[src/rtl/trdb_stream_arbiter.sv]
// Merges the trace packet stream and the sw dump stream into one registered output word stream.
// Packets win by default. A starvation counter forces pending sw words through, and a flush FSM confirms a full drain.
module trdb_stream_arbiter #(
  parameter int XLEN        = 32,
  parameter int MAX_SW_WAIT = 8
) (
  input  logic            clk_i,
  input  logic            rst_ni,
  input  logic [XLEN-1:0] packet_word_i,
  input  logic            packet_valid_i,
  output logic            packet_grant_o,
  input  logic [XLEN-1:0] sw_word_i,
  input  logic            sw_valid_i,
  output logic            sw_grant_o,
  output logic [XLEN-1:0] word_o,
  output logic            word_is_sw_o,
  output logic            word_valid_o,
  input  logic            word_grant_i,
  input  logic            flush_stream_i,
  output logic            flush_confirm_o,
  output logic            busy_o
);

  localparam int CW = $clog2(MAX_SW_WAIT + 1);
  localparam logic [CW-1:0] STARVE_MAX = CW'(MAX_SW_WAIT);

  typedef enum logic [1:0] {ST_IDLE, ST_DRAIN, ST_CONFIRM, ST_HOLD} state_t;

  state_t          r_state;
  state_t          w_state_nxt;
  logic [XLEN-1:0] r_word;
  logic            r_is_sw;
  logic            r_valid;
  logic [CW-1:0]   r_starve;

  logic w_load;
  logic w_arb_en;
  logic w_force_sw;
  logic w_pkt_grant;
  logic w_sw_grant;
  logic w_drained;

  // Grants are gated by reset so nothing is consumed while the block is held in reset.
  always_comb begin
    w_load      = ~r_valid | word_grant_i;
    w_arb_en    = rst_ni & w_load & (r_state != ST_CONFIRM);
    w_force_sw  = (r_starve == STARVE_MAX) & sw_valid_i;
    w_sw_grant  = w_arb_en & sw_valid_i & (w_force_sw | ~packet_valid_i);
    w_pkt_grant = w_arb_en & packet_valid_i & ~w_force_sw;
    w_drained   = ~packet_valid_i & ~sw_valid_i & w_load;
  end

  always_ff @(posedge clk_i or negedge rst_ni) begin
    if (!rst_ni) begin
      r_word  <= '0;
      r_is_sw <= 1'b0;
      r_valid <= 1'b0;
    end else if (w_load) begin
      if (w_pkt_grant) begin
        r_word  <= packet_word_i;
        r_is_sw <= 1'b0;
        r_valid <= 1'b1;
      end else if (w_sw_grant) begin
        r_word  <= sw_word_i;
        r_is_sw <= 1'b1;
        r_valid <= 1'b1;
      end else begin
        r_valid <= 1'b0;
      end
    end
  end

  // Counts every cycle a pending sw word is passed over, sink stalls included.
  always_ff @(posedge clk_i or negedge rst_ni) begin
    if (!rst_ni) begin
      r_starve <= '0;
    end else if (sw_valid_i && !w_sw_grant) begin
      if (r_starve != STARVE_MAX) r_starve <= r_starve + CW'(1);
    end else begin
      r_starve <= '0;
    end
  end

  always_ff @(posedge clk_i or negedge rst_ni) begin
    if (!rst_ni) r_state <= ST_IDLE;
    else         r_state <= w_state_nxt;
  end

  // HOLD keeps a still-set flush bit from retriggering right after the confirm pulse.
  always_comb begin
    w_state_nxt = r_state;
    case (r_state)
      ST_IDLE:    if (flush_stream_i) w_state_nxt = ST_DRAIN;
      ST_DRAIN: begin
        if (!flush_stream_i) w_state_nxt = ST_IDLE;
        else if (w_drained)  w_state_nxt = ST_CONFIRM;
      end
      ST_CONFIRM: w_state_nxt = ST_HOLD;
      ST_HOLD:    if (!flush_stream_i) w_state_nxt = ST_IDLE;
      default:    w_state_nxt = ST_IDLE;
    endcase
  end

  assign packet_grant_o  = w_pkt_grant;
  assign sw_grant_o      = w_sw_grant;
  assign word_o          = r_word;
  assign word_is_sw_o    = r_is_sw;
  assign word_valid_o    = r_valid;
  assign flush_confirm_o = (r_state == ST_CONFIRM);
  assign busy_o          = r_valid | (r_state != ST_IDLE);

endmodule
[config.mk]
export PLATFORM = sky130hd
export DESIGN_NAME = trdb_stream_arbiter
export DESIGN_NICKNAME = d
export VERILOG_FILES = /design/src/rtl/trdb_stream_arbiter.sv
export SDC_FILE = /design/constraint.sdc
export NUM_CORES = 1
export LEC_CHECK = 0
export BUFFER_PORTS_ARGS = -buffer_cell sky130_fd_sc_hd__buf_2
export CAP_MARGIN = 10
export CELL_PAD_IN_SITES_DETAIL_PLACEMENT = 1
export CELL_PAD_IN_SITES_GLOBAL_PLACEMENT = 1
export CORE_UTILIZATION = 33
export CTS_BUF_LIST = sky130_fd_sc_hd__clkbuf_4 sky130_fd_sc_hd__clkbuf_8 sky130_fd_sc_hd__clkbuf_16
export DETAILED_ROUTE_END_ITERATION = 6
export HOLD_SLACK_MARGIN = 0.02
export PLACE_DENSITY = 0.94
export SETUP_SLACK_MARGIN = 0.05
export SLEW_MARGIN = 25
export SYNTH_ARGS = -nofsm -noshare
export SYNTH_HDL_FRONTEND = slang
export SYNTH_SLANG_ARGS = --single-unit
[constraint.sdc]
create_clock -name clk_i -period 2.9 [get_ports clk_i]
set_clock_uncertainty 0.15 [all_clocks]
set_input_delay 0.58 -clock clk_i [delete_from_list [all_inputs] [get_ports clk_i]]
set_output_delay 0.58 -clock clk_i [all_outputs]
set_load 0.01 [all_outputs]
==> results, run 1 <==
- The TritonCTS clock tree is built.
- For this run, the post-layout net count is 370.
- The accumulated negative setup slack is 0 ns.
- For this run, design rule violations remaining after detail routing come to 0.
- Of all flip-flops after synthesis, the portion carrying an async set or reset was 100.0%.
- Yosys printed 0 warnings.
- The portion of synthesized cell area occupied by the leading cell type is 53.84%.
- The number of synthesized flops with an enable pin is 0.
- The worst setup path is launched from a register.
- The most used flip-flop cell after synthesis is sky130_fd_sc_hd__dfrtp_1.
- By area the synthesized netlist is led by sky130_fd_sc_hd__dfrtp_1 54%, sky130_fd_sc_hd__o32ai_1 15%, sky130_fd_sc_hd__nor2_1 13%.
- The via total after detailed routing is 1,878.
- The post-synthesis cell type count is 28.
- For the pin with the worst max-slew slack, the measured transition is 0.6549 ns.
- The area of combinational cells with multiple inputs is 760.7 um^2.
- The power share of the combinational group is 33.7%.
- The overflow left after global routing is 0.
- The floorplan has 26 rows.
- In this run the vertical extent of the chip is 77.06 um.
- The number of cells on the worst reg-to-reg path is 7.
- The final cycle utilization of the critical path is 83.32%.
- The floorplan die area is 0.005938 mm^2.
- The number of maximum-capacitance violations is 0.
- During placement, the flow inserted port buffers numbering 107.
- The worst pin sits at a relative slew slack of 56.01%.
- The critical path class is register to primary output.
- The run finished with clean final reports.
- The required time reported for the critical path endpoint is 2.17 ns.
- Counting the fill cells in the layout gives 653.
- The synthesis-to-layout area growth is 39.03%.
- The die extent in x is 77.06 um.
- The number of H-tree branching levels is 2.
- Synthesis produced a netlist whose cell count is 189.
- The via count of the first global-routing pass is 2,055.
- The maximum vdd ir drop is 237.6 uV.
- Sequential cells account for 42.0% of the total power.
- The net count after synthesis is 261.
- The library cell used most frequently in the layout, excluding fill and tap cells, is sky130_fd_sc_hd__buf_2.
- Global routing used 21.17% of the available tracks.
- Summing every instance area after synthesis gives 0.001859 mm^2.
- The clock drives 40 sinks.
- After synthesis the netlist holds a flip-flop and latch count of 40.
- The wire length of the first global-routing pass is 9763 um.
- The largest buffer count on any clock path is 2.
- The detailed router finished its first iteration with 74 violations.
- At the later pin of the worst-skew pair, clock insertion delay measures 0.29 ns.
- The largest driver fanout on the critical path is 5.
- The mean instance size in the synthesized netlist is 9.837 um^2.
- The standard cell core area is 0.005270 mm^2.
- For this design the top-level I/O count stands at 108.
- The count of nets left with antenna violations after detail routing is 0.
- Timing would allow up to 413.9 MHz.
- The net load switching power is 0.6814 mW.
- The worst min-delay path class is input pin to async pin.
- The static leakage is 1.213 nW.
- For this configuration, the core starts out at a cell density of 35.28%.
- The register cell area after layout is 0.001001 mm^2.
- The internal power of the cells totals 1.287 mW.
- At the worst endpoint, the arrival time is 1.69 ns.
- The weighted congestion reported at the end of routability-driven placement is 0.7780.
- The number of antenna diodes is 0.
- After routing the design area is 0.002585 mm^2.
- The number of max-slew violations in the final report is 0.
- The top cell types in the final layout, fill and taps aside, are 107 x sky130_fd_sc_hd__buf_2, 66 x sky130_fd_sc_hd__nor2_1, 40 x sky130_fd_sc_hd__dfrtp_1.
- After detailed routing, the number of vias per cell comes to 5.089.
- The initial antenna violation count came to 0.
- The maximum number of pins on one net before global-route repair is 33.
- The proportion of synthesized chip area in sequential cells is 53.84%.
- After clock tree synthesis, the clock-pin slew on the worst setup and hold paths is 0.08 ns.
- After legalization and detailed placement, the total HPWL measured 4465 um.
- The worst setup path is captured at a primary output.
- The final critical path time including I/O delays and setup is 2.416 ns.
- Dividing the detail-routed wire length by the instance count gives 15.85 um.
- The tree is rooted in a sky130_fd_sc_hd__clkbuf_8.
- Power spread over the standard cell area amounts to 761.4 mW/mm^2.
- The proportion of total power due to net switching is 34.62%.
- The total wire length after detailed routing is 5848 um.
- The number of gates given a new drive strength after cts is 0.
- Hold repair after CTS inserted 0 buffers.
- Post-CTS timing repair inserted 0 buffers for setup.
- The cell type with the largest total area after synthesis is sky130_fd_sc_hd__dfrtp_1.
- The share of post-route cells with drive strength above 1 is 42.14%.
- The number of failing hold endpoints at the final stage was 0.
- The number of optimization iterations in the first detailed-route pass is 4.
- The part of the total power dissipated in the clock network is 24.3%.
- TritonCTS created 5 clock buffers.
- Setup repair after global routing left no endpoint under its margin.
- The setup violation total in the final timing report is 0.
- The standard cell area after detailed placement is 0.002464 mm^2.
-- cell type report --
| cell class | instances | share of cell area, % |
|---|---|---|
| sequential | 40 | 38.72 |
| tap | 70 | 3.388 |
| clock buffer | 6 | 3.195 |
| inverter | 7 | 1.016 |
| timing repair buffer | 114 | 22.75 |
| clock inverter | 2 | 1.500 |
| multi-input combinational | 130 | 29.43 |
-- layer usage --
| metal | part of all wire (%) | global-route usage, % | wire length [um] |
|---|---|---|---|
| met1 | 41 | 23.98 | 2395 |
| met2 | 53 | 39.73 | 3096 |
| met3 | 4.5 | 3.690 | 263 |
| met4 | 1.6 | 6.981 | 93 |
| met5 | 0 | 0 | 0 |
-- stage by stage --
stage	worst slack, ns	power (mW)	utilization, %	hold slack [ns]	instances
after detailed placement	0.7416	1.515	46.75	0.3374	361
after CTS	0.4561	2.001	49.05	0.1511	369
after global routing	0.3411	2.106	49.05	0.1632	369
after global placement	0.7653	1.467	46.75	0.3213	361
after floorplan	0.9284	1.187	-	0.1344	189
final	0.4837	1.968	49.05	0.1505	369
-- synth_stat cells, drive strengths merged, types with 2 or more instances --
cell type  instances
xnor2              2
nand2              4
nor2b              3
ha                 2
a21oi              5
dfrtp             40
inv                6
nand2b             2
o32ai             32
nand3              3
nor2              66
clkbuf             6
buf                6
-- final timing paths --
kind	startpoint	endpoint	slack, ns
setup / recovery	r_starve[0]	sw_grant_o	0.48
hold / removal	rst_ni	word_is_sw_o	0.15
setup reg to reg	r_starve[0]	word_o[21]	0.88
hold reg to reg	word_o[30]	word_o[30]	0.35
max in group asynchronous	rst_ni	word_valid_o	2.22
min in group clk_i	word_o[30]	word_o[30]	0.35
-- critical path, stage by stage (launching register included) --
cell and delay (ns):
sky130_fd_sc_hd__dfrtp_1 0.41, sky130_fd_sc_hd__inv_1 0.07, sky130_fd_sc_hd__ha_1 0.21, sky130_fd_sc_hd__and4b_1 0.23, sky130_fd_sc_hd__o2111ai_2 0.21, sky130_fd_sc_hd__clkinv_1 0.11
sky130_fd_sc_hd__buf_2 0.15
-- logic make-up (layout without fill, tap and decap cells) --
kind of cell | Yosys count | count (layout) | synth area share (%)
AND/OR/NAND/NOR | 83 | 83 | 19.52
AO/OA/AOI/OAI | 43 | 43 | 19.11
flip-flops | 40 | 40 | 53.84
buffers and inverters | 19 | 129 | 5.248
adder cells (fa/ha/maj) | 2 | 2 | 1.346
XOR/XNOR | 2 | 2 | 0.9423
-- registers in the layout, summed over array words and instances (netlist names), named ones only --
| register | count |
|---|---|
| word_valid_o | 1 |
| word_o | 32 |
| r_starve | 4 |
| word_is_sw_o | 1 |
| r_state | 1 |
-- power by group through the flow --
| stage | Clock [mW] | Sequential, mW | Combinational (mW) |
|---|---|---|---|
| detailed placement | 0 | 0.840 | 0.675 |
| finish | 0.479 | 0.827 | 0.662 |
| CTS | 0.494 | 0.830 | 0.677 |
| global placement | 0 | 0.829 | 0.638 |
| floorplan | 0 | 0.908 | 0.279 |
| global route | 0.514 | 0.851 | 0.741 |
No activity file was read; power rests on OpenSTA's default activity.
==> run 2: changes to the inputs <==
- CORE_UTILIZATION: 33 -> 31
- PLACE_DENSITY: 0.94 -> 0.89
- clock period: 2.9 -> 2.4 ns (I/O delays scaled with it)
==> run 2 against run 1 <==
Against the previous run: sequential cell count stayed put; die area is 6.3% higher; clock-buffer cell count is 1 higher; power is 17% higher; setup slack worse by 0.32 ns; via count is 1.4% higher; critical path type unchanged; largest cell class unchanged; wire length is 1.5% higher.
==> results, run 2 (synthesis results as in run 1) <==
- The transition time at the pin with the least slew margin was 0.3763 ns (-0.2786 ns).
- The number of H-tree branching levels came to 2 (unchanged).
- The floorplan die area came to 0.006312 mm^2 (+6.3%).
- The element type at the critical path start is a register.
- The post-detailed-route wirelength per cell is 15.75 um (-0.62%).
- Setup repair after global routing left no endpoint under its margin.
- The tree is rooted in a sky130_fd_sc_hd__clkbuf_8.
- The number of cells on the worst reg-to-reg path was 7 (unchanged).
- The residual DRC count is 0 (unchanged).
- The power per unit of standard cell area is 879.3 mW/mm^2 (+15%).
- The number of fillers in the final layout came to 689 (+5.5%).
- The relative slew slack is 74.92% (+19 points).
- The number of failing hold endpoints at the final stage is 0 (unchanged).
- The summed area of non-filler cells in the final layout came to 0.002620 mm^2 (+1.4%).
- The TritonCTS clock tree is built.
- The clock net sink count is 40 (unchanged).
- The pre-CTS worst setup slack came to 0.3514 ns (-0.3903 ns).
- The static leakage is 1.241 nW (+2.3%).
- The clock slew at the register clock pins of the worst setup and hold paths is 0.08 ns (about the same).
- The standard cell area after detailed placement was 0.002481 mm^2 (+0.71%).
- The maximum vdd ir drop came to 301.4 uV (+27%).
- The number of DRC violations after detailed-routing iteration 0 is 48 (-35%).
- The largest buffer count on any clock path is 2 (unchanged).
- The wire length of the first global-routing pass came to 9466 um (-3.0%).
- The y dimension of the die was 79.45 um (+3.1%).
- The final core area utilization is 46.44% (-2.6 points).
- The worst path needs 2.239 ns of the cycle, external delays included.
- The starting density of the core came to 32.96% (-2.3 points).
- The number of buffers added by the clock tree synthesis step is 5 (unchanged).
- The number of maximum-capacitance violations came to 0 (unchanged).
- The overflow left after global routing is 0 (unchanged).
- The via total after detailed routing is 1,904 (+1.4%).
- The flip-flop count of the largest register after layout came to 32 (unchanged).
- The critical path data arrival time is 1.61 ns (-0.08 ns).
- The largest driver fanout on the critical path is 3 (-2).
- The worst min-delay path class is input pin to async pin.
- The HPWL reported at the end of detailed placement is 4360 um (-2.4%).
- The count of nets left with antenna violations after detail routing is 0 (unchanged).
- The reg-to-reg setup timing slack is 0.38 ns (-0.50 ns).
- The setup violation total in the final timing report is 0 (unchanged).
- The standard cell core area was 0.005642 mm^2 (+7.1%).
- The number of optimization iterations in the first detailed-route pass is 4 (unchanged).
- The maximum number of pins on one net before global-route repair is 33 (unchanged).
- The number of max-slew violations in the final report is 0 (unchanged).
- The synthesis-to-layout area growth is 40.92%.
- The count of pins on the block boundary was 108 (unchanged).
- The share of post-route cells with drive strength above 1 is 43.61% (+1.5 points).
- The total wire length after detailed routing is 5938 um (+1.5%).
- Static timing analysis puts the maximum clock frequency at 446.6 MHz.
- The overall track demand over capacity in global routing was 19.47% (-1.7 points).
- The initial antenna violation count is 0 (unchanged).
- The number of antenna diodes is 0 (unchanged).
- The run finished with clean final reports.
- Leaving out fill and tap cells, the most frequent cells in the layout are 107 x sky130_fd_sc_hd__buf_2, 65 x sky130_fd_sc_hd__nor2_1, 40 x sky130_fd_sc_hd__dfrtp_1.
- The quantity of I/O buffers inserted on ports is 107 (unchanged).
- The final worst slack is 0.1608 ns (-0.3229 ns).
- STA classifies the critical path endpoint as a primary output.
- The accumulated negative setup slack is 0 ns (unchanged).
- The most common library cell in the layout ignoring fill and taps is sky130_fd_sc_hd__buf_2.
- The final cycle utilization of the critical path is 93.30%.
- The required time reported for the critical path endpoint is 1.77 ns (-0.40 ns).
- The via count normalized by instance count is 5.050 (-0.77%).
- The weighted congestion reported at the end of routability-driven placement is 0.7212 (-7.3%).
- The number of nets in the layout was 377 (+1.9%).
- The number of placement rows was 27 (+3.8%).
- The die extent in x was 79.45 um (+3.1%).
- The via count of the first global-routing pass came to 2,053 (-0.097%).
- The critical path class is register to primary output.
- The clock latency on the worst-skew pair is 0.29 ns (about the same).
## run 2: where the power goes
part	switching [mW]	internal [mW]	leakage, nW	total (mW)
Sequential	0.124	0.880	0.452	1.00
Clock	0.228	0.256	0.0503	0.484
Combinational	0.465	0.351	0.738	0.816
Total	0.817	1.49	1.24	2.30
## run 2: final timing paths
path	end	from
worst max register to register	word_o[3]	r_starve[0]
worst max-delay path	sw_grant_o	r_starve[0]
min in group clk_i	word_o[17]	sw_word_i[17]
worst min-delay path	word_o[30]	rst_ni
worst min register to register	word_o[5]	word_o[5]
max in group asynchronous	r_starve[2]	rst_ni
## run 2: worst max-delay path, stage by stage (launching register included)
cell and delay, ns:
sky130_fd_sc_hd__dfrtp_1 0.41, sky130_fd_sc_hd__inv_1 0.06, sky130_fd_sc_hd__ha_1 0.21, sky130_fd_sc_hd__and4b_1 0.24
sky130_fd_sc_hd__o2111ai_2 0.20, sky130_fd_sc_hd__inv_2 0.06, sky130_fd_sc_hd__buf_2 0.14
## run 2: stage by stage
step           hold slack [ns]  total power, mW  std cells
2_1_floorplan          0.03441            1.434        189
3_3_place_gp            0.1882            1.778        365
3_5_place_dp            0.1887            1.828        365
4_1_cts                 0.1149            2.313        373
5_1_grt                 0.1367            2.470        377
6_report                0.1064            2.304        377
## run 2: what timing repair did
action / CTS / global route
hold endpoints to repair: 4 / 0
setup endpoints to repair: 0 / 2
buffers inserted: 0 / 4
gates resized for setup: 0 / 2
hold buffers: 1 / 0
## run 2: per-layer routing
layer | part of all wire, % | up-vias | routed length, um | GRT usage (%)
met5 | 0 | - | 0 | 0
met4 | 1.6 | 0 | 95 | 7.091
met3 | 5.8 | 9 | 342 | 4.457
met2 | 53 | 78 | 3168 | 34.79
met1 | 39 | 909 | 2331 | 22.49
li1 | - | 908 | - | -
## run 2: cell type report
| type | count | area [um^2] | area share [%] |
|---|---|---|---|
| clock buffer | 7 | 96.34 | 3.677 |
| sequential | 40 | 1001 | 38.20 |
| inverter | 7 | 26.28 | 1.003 |
| timing repair buffer | 121 | 643.1 | 24.55 |
| multi-input combinational | 130 | 763.2 | 29.13 |
| tap | 72 | 90.09 | 3.438 |
